`config.mk`:
```
export PLATFORM = sky130hd
export DESIGN_NAME = alu_op_sequencer
export DESIGN_NICKNAME = d
export VERILOG_FILES = /design/src/rtl/alu_op_sequencer.sv
export SDC_FILE = /design/constraint.sdc
export NUM_CORES = 1
export LEC_CHECK = 0
export CAP_MARGIN = 10
export CELL_PAD_IN_SITES_DETAIL_PLACEMENT = 0
export CELL_PAD_IN_SITES_GLOBAL_PLACEMENT = 1
export CORE_MARGIN = 5
export CORE_UTILIZATION = 45
export DETAILED_ROUTE_END_ITERATION = 6
export PLACE_DENSITY_LB_ADDON = 0.1
export SLEW_MARGIN = 20
export SYNTH_ARGS = -nofsm -noshare
export SYNTH_HDL_FRONTEND = slang
export SYNTH_SLANG_ARGS = --single-unit
```
`constraint.sdc`:
```
create_clock -name clk -period 3.15 [get_ports clk]
set_input_delay 0.4725 -clock clk [delete_from_list [all_inputs] [get_ports clk]]
set_output_delay 0.4725 -clock clk [all_outputs]
set_load 0.02 [all_outputs]
```
`src/rtl/alu_op_sequencer.sv`:
```
// Issue/write-back sequencer for the 8-bit ALU: reads operands from a local register file,
// drives the combinational ALU, captures its result and writes it back on the downstream handshake.
module alu_op_sequencer #(
    parameter int DATA_W  = 8,
    parameter int AW      = 3,
    parameter bit ZERO_R0 = 1'b1
) (
    input  logic              clk,
    input  logic              rst,
    input  logic              in_valid,
    output logic              in_ready,
    input  logic [3:0]        in_ctrl,
    input  logic [AW-1:0]     in_rd,
    input  logic [AW-1:0]     in_rs,
    input  logic [AW-1:0]     in_rt,
    input  logic              in_imm_en,
    input  logic [DATA_W-1:0] in_imm,
    output logic [3:0]        alu_ctrl,
    output logic [DATA_W-1:0] alu_x,
    output logic [DATA_W-1:0] alu_y,
    input  logic [DATA_W-1:0] alu_out,
    input  logic              alu_carry,
    output logic              res_valid,
    input  logic              res_ready,
    output logic [DATA_W-1:0] res_data,
    output logic              res_carry,
    output logic [AW-1:0]     res_rd,
    output logic              res_illegal,
    input  logic [AW-1:0]     dbg_addr,
    output logic [DATA_W-1:0] dbg_data,
    output logic [15:0]       op_cnt
);
    localparam int NREG = 1 << AW;

    typedef enum logic [1:0] {IDLE, EXEC, WB} state_t;

    state_t              state_q, state_d;
    logic [DATA_W-1:0]   rf_q [NREG];
    logic [3:0]          ctrl_q;
    logic [DATA_W-1:0]   x_q, y_q;
    logic [AW-1:0]       rd_q;
    logic [DATA_W-1:0]   res_data_q;
    logic                res_carry_q;
    logic [AW-1:0]       res_rd_q;
    logic                res_ill_q;
    logic [15:0]         op_cnt_q;
    logic                accept, wb_fire, wb_we;

    // r0 is hard-wired to zero when ZERO_R0 is set
    function automatic logic [DATA_W-1:0] read_reg(input logic [AW-1:0] a);
        if (ZERO_R0 && a == '0) return '0;
        return rf_q[a];
    endfunction

    always_comb begin
        state_d   = state_q;
        in_ready  = 1'b0;
        res_valid = 1'b0;
        accept    = 1'b0;
        wb_fire   = 1'b0;
        case (state_q)
            IDLE: begin
                in_ready = 1'b1;
                if (in_valid) begin
                    accept  = 1'b1;
                    state_d = EXEC;
                end
            end
            EXEC: state_d = WB;
            WB: begin
                res_valid = 1'b1;
                if (res_ready) begin
                    wb_fire = 1'b1;
                    state_d = IDLE;
                end
            end
            default: state_d = IDLE;
        endcase
    end

    assign wb_we = wb_fire && !(ZERO_R0 && res_rd_q == '0);

    always_ff @(posedge clk) begin
        if (rst) begin
            state_q     <= IDLE;
            ctrl_q      <= '0;
            x_q         <= '0;
            y_q         <= '0;
            rd_q        <= '0;
            res_data_q  <= '0;
            res_carry_q <= 1'b0;
            res_rd_q    <= '0;
            res_ill_q   <= 1'b0;
            op_cnt_q    <= '0;
            for (int i = 0; i < NREG; i++) rf_q[i] <= '0;
        end else begin
            state_q <= state_d;
            if (accept) begin
                ctrl_q <= in_ctrl;
                x_q    <= read_reg(in_rs);
                y_q    <= in_imm_en ? in_imm : read_reg(in_rt);
                rd_q   <= in_rd;
            end
            // The ALU is combinational; its output is valid during EXEC only
            if (state_q == EXEC) begin
                res_data_q  <= alu_out;
                res_carry_q <= alu_carry;
                res_rd_q    <= rd_q;
                res_ill_q   <= (ctrl_q > 4'b1100);
            end
            if (wb_fire) op_cnt_q <= op_cnt_q + 16'd1;
            if (wb_we) rf_q[res_rd_q] <= res_data_q;
        end
    end

    assign alu_ctrl    = ctrl_q;
    assign alu_x       = x_q;
    assign alu_y       = y_q;
    assign res_data    = res_data_q;
    assign res_carry   = res_carry_q;
    assign res_rd      = res_rd_q;
    assign res_illegal = res_ill_q;
    assign op_cnt      = op_cnt_q;
    assign dbg_data    = read_reg(dbg_addr);

endmodule

```
==> flow_metrics.tcl, run 1 <==
set metrics [dict create \
    cts_root_buffer "clkbuf_16" \
    synth_adder_area_share_pct 0.206 \
    final_area_mm2 0.00782 \
    antenna_found_initial 0 \
    cp.required_ns 2.68 \
    synth_area_leaders "edfxtp_1 32%, dfxtp_1 18%, mux2i_1 6.8%" \
    synthMuxAreaShare_pct 15.3 \
    io_buffer_count 96 \
    drc 0 \
    fin_crit_ns 3.01 \
    rows 42 \
    wl_mm 18.2 \
    drive_above_1_share_pct 13.3 \
    die_h_um 126 \
    synth_compound_gate_area_share_pct 10.1 \
    cts_hold_buf 0 \
    cts.repair.resized 0 \
    overflow 0 \
    die-area_mm2 0.0159 \
    finClkSkew_ns 0.00570 \
    finalWeightedCongestion 0.888 \
    yosysMostFrequentCell "nand2_1" \
    drv_cap 0 \
    ys_seq_area_share_pct 49.5 \
    antenna_cells 0 \
    synth_area_mm2 0.00607 \
    synth-edff-count 64 \
    synth_xor_area_share_pct 1.30 \
    ys_ff_latch 118 \
    worstHoldPathCells 2 \
    critPathKind "in2out" \
    vias 4805 \
    critPathMaxFanout 8 \
    post-route-period-util_pct 95.5 \
    path_clk_slew_ns 0.05 \
    initialDrtViolationCount 296 \
    cts_made_buffers 17 \
    cp-start-kind "input pin" \
    yosysTopAreaCell "edfxtp_1" \
    p_per_area_mw_per_mm2 531 \
    cts_tree "yes" \
    final_antenna_net_count 0 \
    area_growth_pct 28.8 \
    nNetsFinal 704 \
    core_area_mm2 0.0132 \
    cts.sinks 118 \
    r2r-start "state_q[1]" \
    leakage_nw 2.88 \
    clockBufferDepth 2 \
    hold_class "reg2reg" \
    rr_endpoint "rf_q[3][2]" \
    crit_end "dbg_data[3]" \
    fillCellCount 1124 \
    r2r_cells 4 \
    start_util_pct 45.9 \
    drv_slew 0 \
    async_flop_share_pct 0 \
    met2_usage_pct 40.5 \
    crit_path_end_kind "output port" \
    postSynthAreaPerCell_um2 10.8 \
    synthCells 563 \
    postPlaceCellArea_mm2 0.00724 \
    rsz0062_at_grt "no" \
    max_freq_mhz 333 \
    wl_per_cell_um 21.3 \
    synth_cell_types 55 \
    cp.arrival_ns 2.53 \
    grt_pass1_vias 4872 \
    maxSlewHeadroom_pct 50.5 \
    critPathLaunch "dbg_addr[2]" \
    hold_violations 0 \
    grt_pass1_wl_mm 28.0 \
    synth_top_family_by_area "simple AND/OR/NAND/NOR gates" \
    via_per_inst 5.63 \
    setup_tns_ns 0 \
    synth-simple-area-share_pct 20.1 \
    grtUsageMet1_pct 28.2 \
    worst_slew_pin_slew_ns 0.741 \
    worstSkewPairLatency_ns 0.41 \
    status "completed" \
    num_io_pins 97 \
    fp.dieW_um 126 \
    cts_max_level 4 \
    synth_common_cells "67 x nand2_1, 64 x edfxtp_1, 56 x and2_1" \
    hpwl_mm 13.1 \
    ys.flop_type "edfxtp_1" \
    drtPass1Iterations 5 \
    cts_setup_buffers 0 \
    grt-busiest-layer "met2" \
    reg2reg_slack_ns 1.18 \
    ir_worst_vdd_mv 0.404 \
    synth_top_cell_area_share_pct 31.7 \
    yosysWarnings 0 \
    grt_max_degree 68 \
    use_met3_pct 4.32 \
    track_usage_pct 23.2 \
    setup_viol 0 \
]
==> through the flow <==
stage	hold slack (ns)	instances	util (%)	power [mW]	worst slack [ns]
2_1_floorplan	0.432	570	-	2.04	0.895
3_3_place_gp	0.444	822	54.7	2.27	0.209
3_5_place_dp	0.447	822	54.7	2.27	0.180
4_1_cts	0.454	854	59.1	4.18	0.176
5_1_grt	0.468	854	59.1	4.29	0.0223
6_report	0.455	854	59.1	4.16	0.143
==> state kept, by name, indices dropped and copies added (netlist names) <==
| signal | flops |
|---|---|
| res_rd | 3 |
| rd_q | 3 |
| op_cnt | 16 |
| state_q | 2 |
| alu_x | 8 |
| alu_y | 8 |
| res_carry | 1 |
| alu_ctrl | 4 |
| rf_q | 64 |
| res_illegal | 1 |
| res_data | 8 |
==> report_power, final <==
group	switching [mW]	internal (mW)	leakage, nW
sequential	0.0763	1.69	1.10
combinational	0.244	0.233	1.50
clock	0.687	1.23	0.283
==> worst min-delay path by stage <==
| stage | slack [ns] | from | endpoint |
|---|---|---|---|
| 3_5_place_dp | 0.45 | alu_x[2] | alu_x[2] |
| 3_3_place_gp | 0.44 | res_illegal | res_illegal |
| 6_report | 0.45 | alu_x[2] | alu_x[2] |
| 5_1_grt | 0.47 | rst | rf_q[0][2] |
| 2_1_floorplan | 0.43 | rd_q[0] | res_rd[0] |
| 4_1_cts | 0.45 | alu_x[2] | alu_x[2] |
==> cells by family after synthesis <==
logic type,after synthesis
adders and majority gates,1
AOI/OAI and AO/OA,94
DFF,118
xor gates and xnor gates,9
and+or+nand+nor,226
buffers and inverters,44
muxes,70
other,1
==> layout make-up <==
cell class	count	area, um2	area share (%)
Multi-Input combinational cell	408	2890	36.9
Timing Repair Buffer	112	1100	14.1
Clock buffer	24	483	6.17
Inverter	8	30.0	0.384
Clock inverter	8	100	1.28
Sequential cell	118	3000	38.4
Tap cell	176	220	2.81
==> cell usage in the layout (no fill, tap or decap), drive strengths merged, types with 6 or more instances in the layout <==
master and count:
clkdlybuf4s50 95, nand2 67, edfxtp 64, and2 56
dfxtp 54, mux2i 41, a21oi 34, nor2 33
clkbuf 24, o21ai 17, mux4 17, buf 17
nor2b 13, mux2 12, a221oi 11, nand2b 10
or2 8, o221ai 8, nand3 8, conb 8
inv 7, nor3 6, clkinv 6
==> critical path, stage by stage <==
cell	delay [ns]
clkdlybuf4s50_1	0.64
inv_1	0.07
a21oi_1	0.54
a221oi_1	0.22
clkdlybuf4s50_1	0.59
==> metal layers <==
layer  up-vias  share of wire (%)
met3        44                3.5
li1       2258                  -
met1      2369                 42
met2       134                 51
met4         0                3.7
met5         -                  0
No activity file was read; power rests on OpenSTA's default activity.
==> run 2, diff against run 1 <==
- CORE_UTILIZATION: 45 -> 38
- TNS_END_PERCENT: unset -> 20
- clock period: 3.15 -> 2.4 ns (I/O delays scaled with it)
==> flow_metrics.tcl, run 2 (same netlist as run 1, synthesis figures left out) <==
set metrics [dict create \
    drc 0 \
    path_buf_inv 4 \
    nNetsFinal 728 \
    wl_per_cell_um 20.0 \
    max_freq_mhz 416 \
    setup_slack_ns -0.00582 \
    r2r-start "state_q[0]" \
    total_power_mw 5.57 \
    cts_tree "yes" \
    finClkSkew_ns 0.00675 \
    track_usage_pct 20.5 \
    cp.arrival_ns 2.05 \
    final_antenna_net_count 0 \
    cts_root_buffer "clkbuf_16" \
    timing.hold.ws_ns 0.367 \
    fin_cells 918 \
    setup_viol 1 \
    top_register "rf_q" \
    cts_made_buffers 17 \
    min-delay-start "rst" \
    final_cell_mix "87 x clkdlybuf4s50_1, 67 x nand2_1, 64 x edfxtp_1" \
    hold_class "in2reg" \
    largest_reg_flops 64 \
    drive_above_1_share_pct 17.2 \
    core_area_mm2 0.0158 \
    via_per_inst 5.26 \
    maxSlewHeadroom_pct 56.7 \
    grt_pass1_wl_mm 28.0 \
    die_h_um 136 \
    r2r_cells 4 \
    drv_slew 0 \
    worstHoldPathCells 2 \
    cts.sinks 118 \
    status "complete, but fails checks" \
    vias 4827 \
    grt-busiest-layer "met2" \
    hold_violations 0 \
    worst_slew_pin_slew_ns 0.647 \
    cts_max_level 4 \
    reg2reg_slack_ns 0.53 \
    multiInputGateArea_mm2 0.00290 \
    cp-start-kind "input pin" \
    crit_family "buffers and inverters" \
    die-area_mm2 0.0186 \
    ir_worst_vdd_mv 0.482 \
    area_growth_pct 33.1 \
    leakage_nw 3.02 \
    finalWeightedCongestion 0.981 \
    grt_pass1_vias 4874 \
    failed_checks "negative setup slack" \
    layout_commonest_cell "clkdlybuf4s50_1" \
    num_io_pins 97 \
    ff_latch_area_mm2 0.00300 \
    rows 46 \
    critPathKind "in2out" \
    fin_crit_ns 2.41 \
    grt_max_degree 32 \
    initialDrtViolationCount 346 \
    drv_cap 0 \
    fp.dieW_um 136 \
    grtUsageMet1_pct 24.8 \
    cp_slowest_cell "clkdlybuf4s50_1" \
    drtPass1Iterations 4 \
    start_util_pct 38.5 \
    post-route-period-util_pct 100 \
    antenna_found_initial 0 \
    fillCellCount 1426 \
    critPathMaxFanout 18 \
    met2_usage_pct 35.7 \
    path_cells "clkdlybuf4s50_1 -> buf_12 -> or2_2 -> buf_4 -> o21ai_0 -> a221oi_1 -> clkdlybuf4s15_1" \
    critical_path.max_stage_delay_ns 0.51 \
    overflow 0 \
    crit_path_end_kind "output port" \
    dp.cells 886 \
    min_to "res_rd[1]" \
    worstSkewPairLatency_ns 0.41 \
    cts_hold_buf 0 \
    io_buffer_count 96 \
    hpwl_mm 13.7 \
    p_per_area_mw_per_mm2 690 \
    clockBufferDepth 2 \
    rr_endpoint "rf_q[3][4]" \
    cts_setup_buffers 0 \
    antenna_cells 0 \
    rsz0062_at_grt "yes" \
    wl_mm 18.3 \
    cp.required_ns 2.04 \
    use_met3_pct 3.96 \
    path_clk_slew_ns 0.05 \
]
==> run 2: routing by layer <==
layer,vias up,share of wire [%]
met5,-,0
met3,29,4.2
met1,2372,40
li1,2303,-
met4,0,2.4
met2,123,53
==> run 2: what timing repair did <==
| item | 4_1_cts | 5_1_grt |
|---|---|---|
| setup endpoints to repair | 8 | 8 |
| gates resized for setup | 24 | 12 |
| cloned | 0 | 0 |
==> run 2: worst max-delay path by stage <==
stage	slack [ns]	cells after the start	start	to
floorplan	0.37	6	dbg_addr[1]	dbg_data[7]
global placement	-0.36	6	dbg_addr[0]	dbg_data[2]
detailed placement	-0.39	5	dbg_addr[1]	dbg_data[2]
CTS	-0.01	7	dbg_addr[0]	dbg_data[6]
global route	-0.11	7	dbg_addr[0]	dbg_data[4]
finish	-0.006	7	dbg_addr[0]	dbg_data[4]
==> run 2: per-stage QoR <==
step	area (um2)	util (%)	TNS, ns	setup slack (ns)
2_1_floorplan	6100	-	0	0.370
3_3_place_gp	7510	47.6	-2.48	-0.357
3_5_place_dp	7510	47.6	-2.54	-0.390
4_1_cts	8110	51.5	-0.0393	-0.0141
5_1_grt	8080	51.2	-0.167	-0.107
6_report	8080	51.2	-0.00582	-0.00582
==> run 2: report_power, final <==
group	internal [mW]	switching [mW]
clock network	1.73	0.883
registers	2.21	0.0862
logic	0.321	0.343
total	4.26	1.31
==> run 2: layout make-up <==
cell class / count / area share (%)
multi-input combinational: 408 / 35.8
clock buffer: 22 / 5.50
clock inverter: 10 / 1.90
tap: 216 / 3.34
timing repair buffer: 136 / 15.9
sequential: 118 / 37.2
inverter: 8 / 0.372
